$ cat config.mk
export PLATFORM = sky130hd
export DESIGN_NAME = mux16_rr_arbiter
export DESIGN_NICKNAME = d
export VERILOG_FILES = /design/src/rtl/mux_arb_pkg.sv /design/src/rtl/rr_pick16.sv /design/src/rtl/mux16_rr_arbiter.sv
export SDC_FILE = /design/constraint.sdc
export NUM_CORES = 1
export LEC_CHECK = 0
export BUFFER_PORTS_ARGS = -buffer_cell sky130_fd_sc_hd__buf_2
export CAP_MARGIN = 25
export CORE_MARGIN = 4
export CORE_UTILIZATION = 55
export CTS_CLUSTER_DIAMETER = 200
export DETAILED_ROUTE_END_ITERATION = 12
export HOLD_SLACK_MARGIN = 0.12
export PLACE_DENSITY = 0.78
export SKIP_CTS_REPAIR_TIMING = 1
export SYNTH_ARGS = -nofsm -noshare
export SYNTH_HDL_FRONTEND = slang
export SYNTH_SLANG_ARGS = --single-unit
$ cat constraint.sdc
create_clock -name clk -period 4.8 [get_ports clk]
set_input_delay 0 -clock clk [delete_from_list [all_inputs] [get_ports clk]]
set_output_delay 0 -clock clk [all_outputs]
set_load 0.005 [all_outputs]
$ cat src/rtl/mux_arb_pkg.sv
// mux_arb_pkg: shared constants, FSM state encoding and one-hot helper for the 16-source round-robin arbiter
//   N_SRC    number of requesters sharing the mux
//   SEL_W    width of the mux select / source index
//   state_t  arbiter state, IDLE (no owner) or BUSY (one owner)
//   onehot16 index -> [0:15] one-hot vector, bit idx set
package mux_arb_pkg;
    localparam int N_SRC = 16;
    localparam int SEL_W = 4;
    typedef enum logic {IDLE = 1'b0, BUSY = 1'b1} state_t;
    function automatic logic [0:15] onehot16(input logic [0:3] idx);
        onehot16 = '0;
        onehot16[idx] = 1'b1;
    endfunction
endpackage

$ cat src/rtl/rr_pick16.sv
// rr_pick16: combinational rotating-priority picker, first set request scanning from ptr upward with wrap
//   req_i [0:15] candidate requests
//   ptr_i [0:3]  highest-priority index
//   any_o        at least one candidate set
//   idx_o [0:3]  winning index (0 when any_o=0)
module rr_pick16
    import mux_arb_pkg::*;
(
    input  logic [0:15] req_i,
    input  logic [0:3]  ptr_i,
    output logic        any_o,
    output logic [0:3]  idx_o
);
    logic [3:0] j;
    assign any_o = |req_i;
    // Scan from the lowest priority back to ptr so the last hit is the winner.
    always_comb begin
        idx_o = '0;
        j = '0;
        for (int k = N_SRC - 1; k >= 0; k--) begin
            j = ptr_i + 4'(k);
            if (req_i[j]) idx_o = j;
        end
    end
endmodule

$ cat src/rtl/mux16_rr_arbiter.sv
// mux16_rr_arbiter: round-robin arbiter driving the select of a shared 16:1 mux; optional hold timeout via ARB_TIMEOUT_EN
//   clk        rising-edge clock
//   rst        asynchronous active-high reset
//   req_i      [0:15] per-source requests, req_i[i] maps to mux input i
//   gnt_o      [0:15] registered one-hot grant, zero when idle
//   sel_o      [0:3]  registered mux select (sel_o[0] is MSB), holds last winner while idle
//   valid_o    grant active
//   expired_o  one-cycle pulse when a grant is revoked by the hold timeout (tied 0 without ARB_TIMEOUT_EN)
module mux16_rr_arbiter
    import mux_arb_pkg::*;
#(
    parameter int RESET_PTR = 0,
    parameter int MAX_HOLD  = 8,
    parameter int HOLD_W    = 4
)
(
    input  logic        clk,
    input  logic        rst,
    input  logic [0:15] req_i,
    output logic [0:15] gnt_o,
    output logic [0:3]  sel_o,
    output logic        valid_o,
    output logic        expired_o
);
    if (MAX_HOLD < 1 || (1 << HOLD_W) < MAX_HOLD) begin : g_bad_cfg
        $error("mux16_rr_arbiter: MAX_HOLD must be >=1 and fit in HOLD_W bits");
    end
    state_t      state_q;
    logic [0:15] gnt_q;
    logic [0:3]  sel_q;
    logic [0:3]  ptr_q;
    logic [0:15] cand;
    logic        any;
    logic [0:3]  win;
    logic        keep;
    logic        tmo;
    // The owner is never a candidate: on release its request is already low,
    // and on timeout it must yield to someone else.
    assign cand = (state_q == BUSY) ? req_i & ~onehot16(sel_q) : req_i;
    rr_pick16 u_pick (
        .req_i (cand),
        .ptr_i (ptr_q),
        .any_o (any),
        .idx_o (win)
    );
    assign keep = (state_q == BUSY) && req_i[sel_q] && !tmo;
`ifdef ARB_TIMEOUT_EN
    logic [HOLD_W-1:0] hold_q;
    logic              expired_q;
    assign tmo = (state_q == BUSY) && req_i[sel_q] && any && hold_q == HOLD_W'(MAX_HOLD - 1);
    // Saturating at MAX_HOLD-1 lets a lone owner keep the grant yet yield
    // on the first edge another source shows up.
    always_ff @(posedge clk or posedge rst) begin
        if (rst) begin
            hold_q    <= '0;
            expired_q <= 1'b0;
        end else begin
            expired_q <= tmo;
            hold_q    <= keep ? ((hold_q == HOLD_W'(MAX_HOLD - 1)) ? hold_q : hold_q + 1'b1) : '0;
        end
    end
    assign expired_o = expired_q;
`else
    assign tmo       = 1'b0;
    assign expired_o = 1'b0;
`endif
    always_ff @(posedge clk or posedge rst) begin
        if (rst) begin
            state_q <= IDLE;
            gnt_q   <= '0;
            sel_q   <= '0;
            ptr_q   <= 4'(RESET_PTR);
        end else if (!keep) begin
            if (any) begin
                state_q <= BUSY;
                gnt_q   <= onehot16(win);
                sel_q   <= win;
                ptr_q   <= win + 4'd1;
            end else begin
                state_q <= IDLE;
                gnt_q   <= '0;
            end
        end
    end
    assign gnt_o   = gnt_q;
    assign sel_o   = sel_q;
    assign valid_o = (state_q == BUSY);
endmodule

==> impl_results.md, run 1 <==
- Hold Path Class: in2reg
- Drt wl/cell: 23.87 um
- # setup viols final: 0
- Initial antenna violation count: 0
- Final net count: 605
- Final antenna-violating net count: 0
- Max cap viols: 0
- Post-synth EDFFs: 0
- Warnings from Yosys: 0
- Clk slew on worst S/H paths: roughly 0.08 ns
- CTS tree: yes
- Startpoint types: flop
- First-pass GRT wire length: roughly 26 mm
- Final core occ: between 60% and 70%
- Crit share post-route: between 90% and 100%
- Post-Syn Nets: between 500 and 600
- FP Rows: 32
- Largest net degree at the start of global routing: 37
- Max Clk Rate: around 220 MHz
- Area growth from synthesis to layout: 10.35%
- Share of post-route cells with drive strength above 1: a little over a fifth
- Via count: 4924
- CP max FO: 8
- Asr flop ratio synth: 100.0%
- Slew Limit Fails: 0
- Multi-input logic area: around 0.0036 mm2
- Synth area leaders: mux4_2 15%, dfrtp_1 14%, mux2i_1 8.8%
- R2r setup slk: 0.21 ns
- Most used flip-flop cell after synthesis: dfrtp_1
- Worst R2R Start: sel_o[2]$_DFFE_PP0P_
- Final wirelength: about 16 mm
- CTS Buf Count: 3
- Drt via density: 7.273
- Sum Neg Setup Slack: 0 ns
- DRC: 0
- Req. time, crit path: 4.94 ns
- Vias in the first global route: approximately 4700
- # IOs: 40
- Overall global routing resource usage: around a third
- CP Capture Type: flop
- HPWL after DPL: 12.45 mm
- Starting density of the core: around 57%
- Hold path cells: 5
- Synth Cell Area: 0.004425 mm2
- # fillers: ~710
- Clk Latency, worst-skew pair: between 0.2 and 0.3 ns
- 1st-iter DRT viols: roughly 740
- # clock sinks: 25
- DR pass1 iterations: 5
- Critical Path Sink: ptr_q[1]$_DFFE_PP0P_
- Synth Register Bits: 25
- Crit path time final: 4.589 ns
- RePlAce Congestion: between 1 and 1.5
- Slew HR: a little under two fifths
- Inserted Diodes: 0
- CTS H-Tree Depth: 1
- Avg Inst Size Synth: about 8 um2
- Clock Root Buffer: clkbuf_8
- Kind of critical path: reg2reg
- Seq/Total Area, Yosys: 14.14%
- Die Ht: about 98 um
- Core footprint: 0.007767 mm2
- Worst-Margin Slew: around 0.93 ns
- Reg2reg path depth: 13
- Leading area contributor after synthesis: mux4_2
- Crit path launch: sel_o[2]$_DFFE_PP0P_
- Synth top area share: between 10% and 20%
- Arrival @ worst endpoint: between 4 and 5 ns
- Die Area: ~0.0095 mm2
- R2R Path End: ptr_q[1]$_DFFE_PP0P_
- RSZ-0062 raised after global routing: false
- Final hold vios: 0
- I/O Buffers: 38
- Clock skew: about 0.003 ns
- Remaining global-route overflow: 0
- Synth cell types: between 70 and 80
- Synth Instances: about 540
- Seq. cell area: around 630 um2
- Clock Tree Buf Depth: 2
- Status: finished clean
- Die X: between 90 and 100 um
## synth_stat cells (4+ instances only)
cell	number
nor2b_1	4
a21boi_0	13
nand3_1	15
nor3_1	13
inv_2	4
clkbuf_1	24
mux2i_1	39
o21ai_1	12
o211ai_1	10
nand2_1	54
a21o_1	6
and2_1	5
buf_2	8
nor2_1	43
o21ai_0	30
o221ai_1	7
a2111oi_0	7
nand2b_1	5
o22a_1	4
xnor2_1	12
and3_1	5
a211oi_1	5
inv_1	10
o21a_1	9
a21oi_1	24
mux4_2	30
a32o_1	8
o22ai_1	7
dfrtp_1	25
a31oi_1	5
ha_1	11
nand4_1	6
o211a_1	9
xor2_1	4
buf_1	4
## worst min-delay path by stage
| stage | start | end |
|---|---|---|
| 2_1_floorplan | rst | gnt_o[0]$_DFFE_PP0N_ |
| 6_report | req_i[2] | valid_o$_DFFE_PP0N_ |
| 3_3_place_gp | rst | gnt_o[2]$_DFFE_PP0N_ |
| 3_5_place_dp | rst | gnt_o[9]$_DFFE_PP0N_ |
| 5_1_grt | req_i[2] | valid_o$_DFFE_PP0N_ |
| 4_1_cts | rst | gnt_o[9]$_DFFE_PP0N_ |
## logic make-up (layout without fill, tap and decap cells)
group           count (synthesis)  in the layout  share of synthesized area (%)
mux                            72             72                          25.02
flops                          25             25                          14.14
buf+inv                        54             92                          5.315
xor+xnor                       16             16                          3.166
other cells                     1              1                        0.08474
compound gates                190            190                          31.16
simple gates                  168            168                          18.01
fa+ha+maj                      11             11                          3.110
## worst max-delay path, stage by stage, from the launching register on
cell	delay [ns]
dfrtp_1	0.50
and2_1	0.28
a21boi_0	0.67
a2111oi_0	0.29
or4_1	0.62
mux2i_1	0.50
mux2i_1	0.15
nand3_1	0.12
a31oi_1	0.04
o221ai_1	0.52
nand2_1	0.20
ha_1	0.30
xnor2_1	0.18
a21oi_1	0.08
## state kept, by name, summed over array words and instances, names as in the netlist
signal / cells
valid_o: 1
gnt_o: 16
ptr_q: 4
sel_o: 4
## cell type report
class | instances | share of cell area [%]
Inverter | 14 | 1.076
Timing Repair Buffer | 74 | 9.480
Clock buffer | 4 | 0.9224
Sequential cell | 25 | 12.81
Tap cell | 102 | 2.613
Multi-Input combinational cell | 458 | 73.10
## cell usage in the layout (no fill, tap or decap), drive strengths merged, types with 3 or more instances in the layout
cell | Yosys | layout
mux4 | 30 | 30
a31oi | 5 | 5
nor3b | 3 | 3
a21oi | 25 | 25
nand2b | 5 | 5
and2 | 5 | 5
o2111ai | 3 | 3
nand2 | 54 | 54
xnor2 | 12 | 12
a21o | 6 | 6
a211oi | 5 | 5
o221ai | 8 | 8
o211a | 9 | 9
dfrtp | 25 | 25
a32o | 8 | 8
nor2b | 4 | 4
mux2i | 42 | 42
nand3 | 15 | 15
nor4 | 3 | 3
clkbuf | 24 | 4
and3 | 5 | 5
inv | 14 | 14
nand4 | 6 | 6
nor3 | 14 | 14
xor2 | 4 | 4
nor2 | 43 | 43
o21ai | 43 | 43
o211ai | 11 | 11
or4 | 3 | 3
a22oi | 3 | 3
a21boi | 15 | 15
buf | 16 | 73
a2111o | 3 | 3
o22a | 4 | 4
o22ai | 7 | 7
o21a | 9 | 9
ha | 11 | 11
nand3b | 3 | 3
a2111oi | 7 | 7
## per-stage QoR
step	hold WS (ns)	worst slack, ns	cells	instance area (um2)
global route	0.3304	0.03834	677	4883
floorplan	0.02732	0.02348	537	4428
detailed placement	0.2364	0.3864	672	4823
global placement	0.2258	0.4365	672	4823
finish	0.2993	0.2109	677	4883
CTS	-0.04611	0.3161	676	4868
## per-layer routing
metal	GRT usage, %	up-vias	part of all wire [%]	wire length [um]
met5	0	-	0	0
met4	12.14	0	4.5	723
met3	8.112	60	13	2151
met2	51.19	402	44	7121
met1	45.74	2290	38	6162
li1	-	2172	-	-
Power of run 1 is left out: the tool's default activity adds up to more than one toggle a clock period on the data nets, which glitch-free logic cannot reach.
==> run 2, diff against run 1 <==
--- a/config.mk
+++ b/config.mk
@@ -5,10 +5,11 @@
 export SDC_FILE = /design/constraint.sdc
 export NUM_CORES = 1
 export LEC_CHECK = 0
+export ABC_AREA = 1
 export BUFFER_PORTS_ARGS = -buffer_cell sky130_fd_sc_hd__buf_2
 export CAP_MARGIN = 25
 export CORE_MARGIN = 4
-export CORE_UTILIZATION = 55
+export CORE_UTILIZATION = 54
 export CTS_CLUSTER_DIAMETER = 200
 export DETAILED_ROUTE_END_ITERATION = 12
 export HOLD_SLACK_MARGIN = 0.12
==> impl_results.md, run 2 <==
- Status: finished clean
- Leading area contributor after synthesis: nand2_1
- CP Capture Type: flop
- I/O Buffers: 38
- CTS H-Tree Depth: 1
- Synth area leaders: nand2_1 22%, dfrtp_1 20%, nand3_1 18%
- Slew HR: 39.74%
- Synth cell types: 35
- WP buf/inv: 3
- Clock Tree Buf Depth: 2
- Hold Path Class: in2reg
- Top-count cell post-synth: nand2_1
- Crit path time final: 4.355 ns
- Seq/Total Area, Yosys: about a fifth
- Commonest non-fill, non-tap cell in the layout: nand2_1
- Inserted Diodes: 0
- Remaining global-route overflow: 0
- Final wirelength: between 9 and 10 mm
- Worst setup margin: between 0.4 and 0.5 ns
- 1st-iter DRT viols: approximately 350
- Hold path cells: 5
- Req. time, crit path: 4.96 ns
- Crit share post-route: 90.73%
- # setup viols final: 0
- Core footprint: approximately 0.0056 mm2
- Critical path's slowest cell: dfrtp_1
- HPWL after DPL: 7.583 mm
- Slew Limit Fails: 0
- Synth Register Bits: 25
- # IOs: 40
- Starting density of the core: between 50% and 60%
- R2r setup slk: ~0.45 ns
- FP Rows: 27
- Drt via density: between 5 and 6
- Post-Syn Nets: approximately 580
- CTS tree: yes
- R2R Path End: ptr_q[1]$_DFFE_PP0P_
- Hold EP: valid_o$_DFFE_PP0N_
- Share of post-route cells with drive strength above 1: around 15%
- Die X: ~85 um
- Die Area: around 0.0072 mm2
- Critical path's top delay family: simple AND/OR/NAND/NOR gates
- Synth Instances: 546
- Post-synth top cells: 186 x nand2_1, 113 x nand3_1, 56 x inv_1
- Die Ht: approximately 85 um
- Vias in the first global route: approximately 3400
- Sum Neg Setup Slack: 0 ns
- Arrival @ worst endpoint: 4.52 ns
- Clock skew: approximately 0.013 ns
- Max Clk Rate: 229.6 MHz
- # clock sinks: 25
- RSZ-0062 raised after global routing: false
- Drt wl/cell: ~15 um
- Initial antenna violation count: 0
- Commonest non-fill, non-tap cells in the layout: 186 x nand2_1, 113 x nand3_1, 56 x inv_1, 40 x a21oi_1, 38 x buf_2
- Post-synth EDFFs: 0
- Critical Path Max Stage Delay: roughly 0.72 ns
- Final hold vios: 0
- Max cap viols: 0
- Worst-Margin Slew: around 0.90 ns
- Synth Cell Area: about 0.0032 mm2
- Most Frequent Cell on Critical Path: nand2_1
- Synth top area share: a little over a fifth
- Overall global routing resource usage: 27.10%
- RePlAce Congestion: just over 1
- Largest net degree at the start of global routing: 28
- Via count: 3794
- Area growth from synthesis to layout: 9.009%
- Avg Inst Size Synth: roughly 5.8 um2
- Final net count: a little over 600
- Clk slew on worst S/H paths: about 0.1 ns
- Clock Root Buffer: clkbuf_8
- First-pass GRT wire length: between 15 and 20 mm
- Asr flop ratio synth: between 90% and 100%
- Reg2reg path depth: 26
- Startpoint types: flop
- CP max FO: 16
- Clk Latency, worst-skew pair: roughly 0.28 ns
- Most used flip-flop cell after synthesis: dfrtp_1
- CTS Buf Count: 3
- Final core occ: 61.83%
- Max reg flops: 16
- Kind of critical path: reg2reg
- Worst R2R Start: ptr_q[2]$_DFFE_PP0P_
- DR pass1 iterations: 5
- DRC: 0
- DP Worst Slack: 0.6002 ns
- Final antenna-violating net count: 0
- Warnings from Yosys: 0
- Hold wc startpoint: req_i[8]
[run 2: cell count changes in the layout (fill, tap and decap cells not counted), moves of 13 or more]
cell,previous run,this run
a21boi_0,13,0
a21oi_1,24,40
buf_4,35,6
inv_1,10,56
mux2i_1,39,0
mux4_2,30,0
nand2_1,54,186
nand3_1,15,113
nor2_1,43,13
nor3_1,13,0
o21ai_0,30,8
[run 2: worst max path at each step]
| stage | from | endpoint | slack (ns) | depth (start not counted) |
|---|---|---|---|---|
| after floorplan | ptr_q[2]$_DFFE_PP0P_ | ptr_q[1]$_DFFE_PP0P_ | 1.21 | 31 |
| after global placement | ptr_q[2]$_DFFE_PP0P_ | ptr_q[1]$_DFFE_PP0P_ | 0.63 | 24 |
| after detailed placement | ptr_q[2]$_DFFE_PP0P_ | ptr_q[1]$_DFFE_PP0P_ | 0.60 | 26 |
| after CTS | ptr_q[2]$_DFFE_PP0P_ | ptr_q[1]$_DFFE_PP0P_ | 0.54 | 26 |
| after global routing | ptr_q[2]$_DFFE_PP0P_ | ptr_q[1]$_DFFE_PP0P_ | 0.05 | 26 |
| final | ptr_q[2]$_DFFE_PP0P_ | ptr_q[1]$_DFFE_PP0P_ | 0.45 | 26 |
[run 2: layout make-up]
class | count | area (um2)
tap | 72 | 90.09
timing repair buffer | 45 | 245.2
multi-input combinational | 442 | 2222
clock buffer | 3 | 41.29
sequential | 25 | 625.6
fill | 572 | 2141
inverter | 62 | 234.0
clock inverter | 1 | 8.758
[run 2: per-stage QoR]
step                hold slack [ns]  area (um2)  std cells
detailed placement           0.2419        3407        645
global route                 0.3703        3467        650
floorplan                   0.02732        3181        546
CTS                        -0.06110        3457        649
finish                       0.3017        3467        650
global placement             0.2307        3407        645
[run 2: layer usage]
metal | global-route usage [%] | part of all wire, %
met1 | 37.31 | 45
met2 | 45.84 | 46
met3 | 2.355 | 7.0
met4 | 6.475 | 1.5
met5 | 0 | 0
[run 2: cell families (layout without fill, tap and decap cells)]
kind of cell | Yosys count | count (layout) | share of synthesized area (%)
AND/OR/NAND/NOR | 343 | 343 | 48.58
AO/OA/AOI/OAI | 81 | 81 | 15.19
adder cells (fa/ha/maj) | 11 | 11 | 4.327
buffers and inverters | 79 | 111 | 10.46
flip-flops | 25 | 25 | 19.67
XOR/XNOR | 6 | 6 | 1.652
other | 1 | 1 | 0.1179
[run 2: worst reg2reg max path, cell delays in order, from the launching register on]
cell and delay [ns]:
dfrtp_1 0.72, inv_1 0.14, ha_1 0.57, inv_1 0.32, nand3_1 0.17, nand2_1 0.07, o21ai_0 0.31, nand2_1 0.13
nand2_1 0.19, a21oi_1 0.10, nand2_1 0.08, nand2_1 0.05, nand2_1 0.05, nand2_1 0.05, nand2_1 0.06, nand2_1 0.05
nand2_1 0.05, nand2_1 0.04, nand2_1 0.07, nand2_1 0.09, a21oi_4 0.20, inv_1 0.11, ha_1 0.21, nand2_1 0.14
o21ai_0 0.12, nand2_1 0.08, o21ai_1 0.06
Power of run 2 is left out for the same reason.
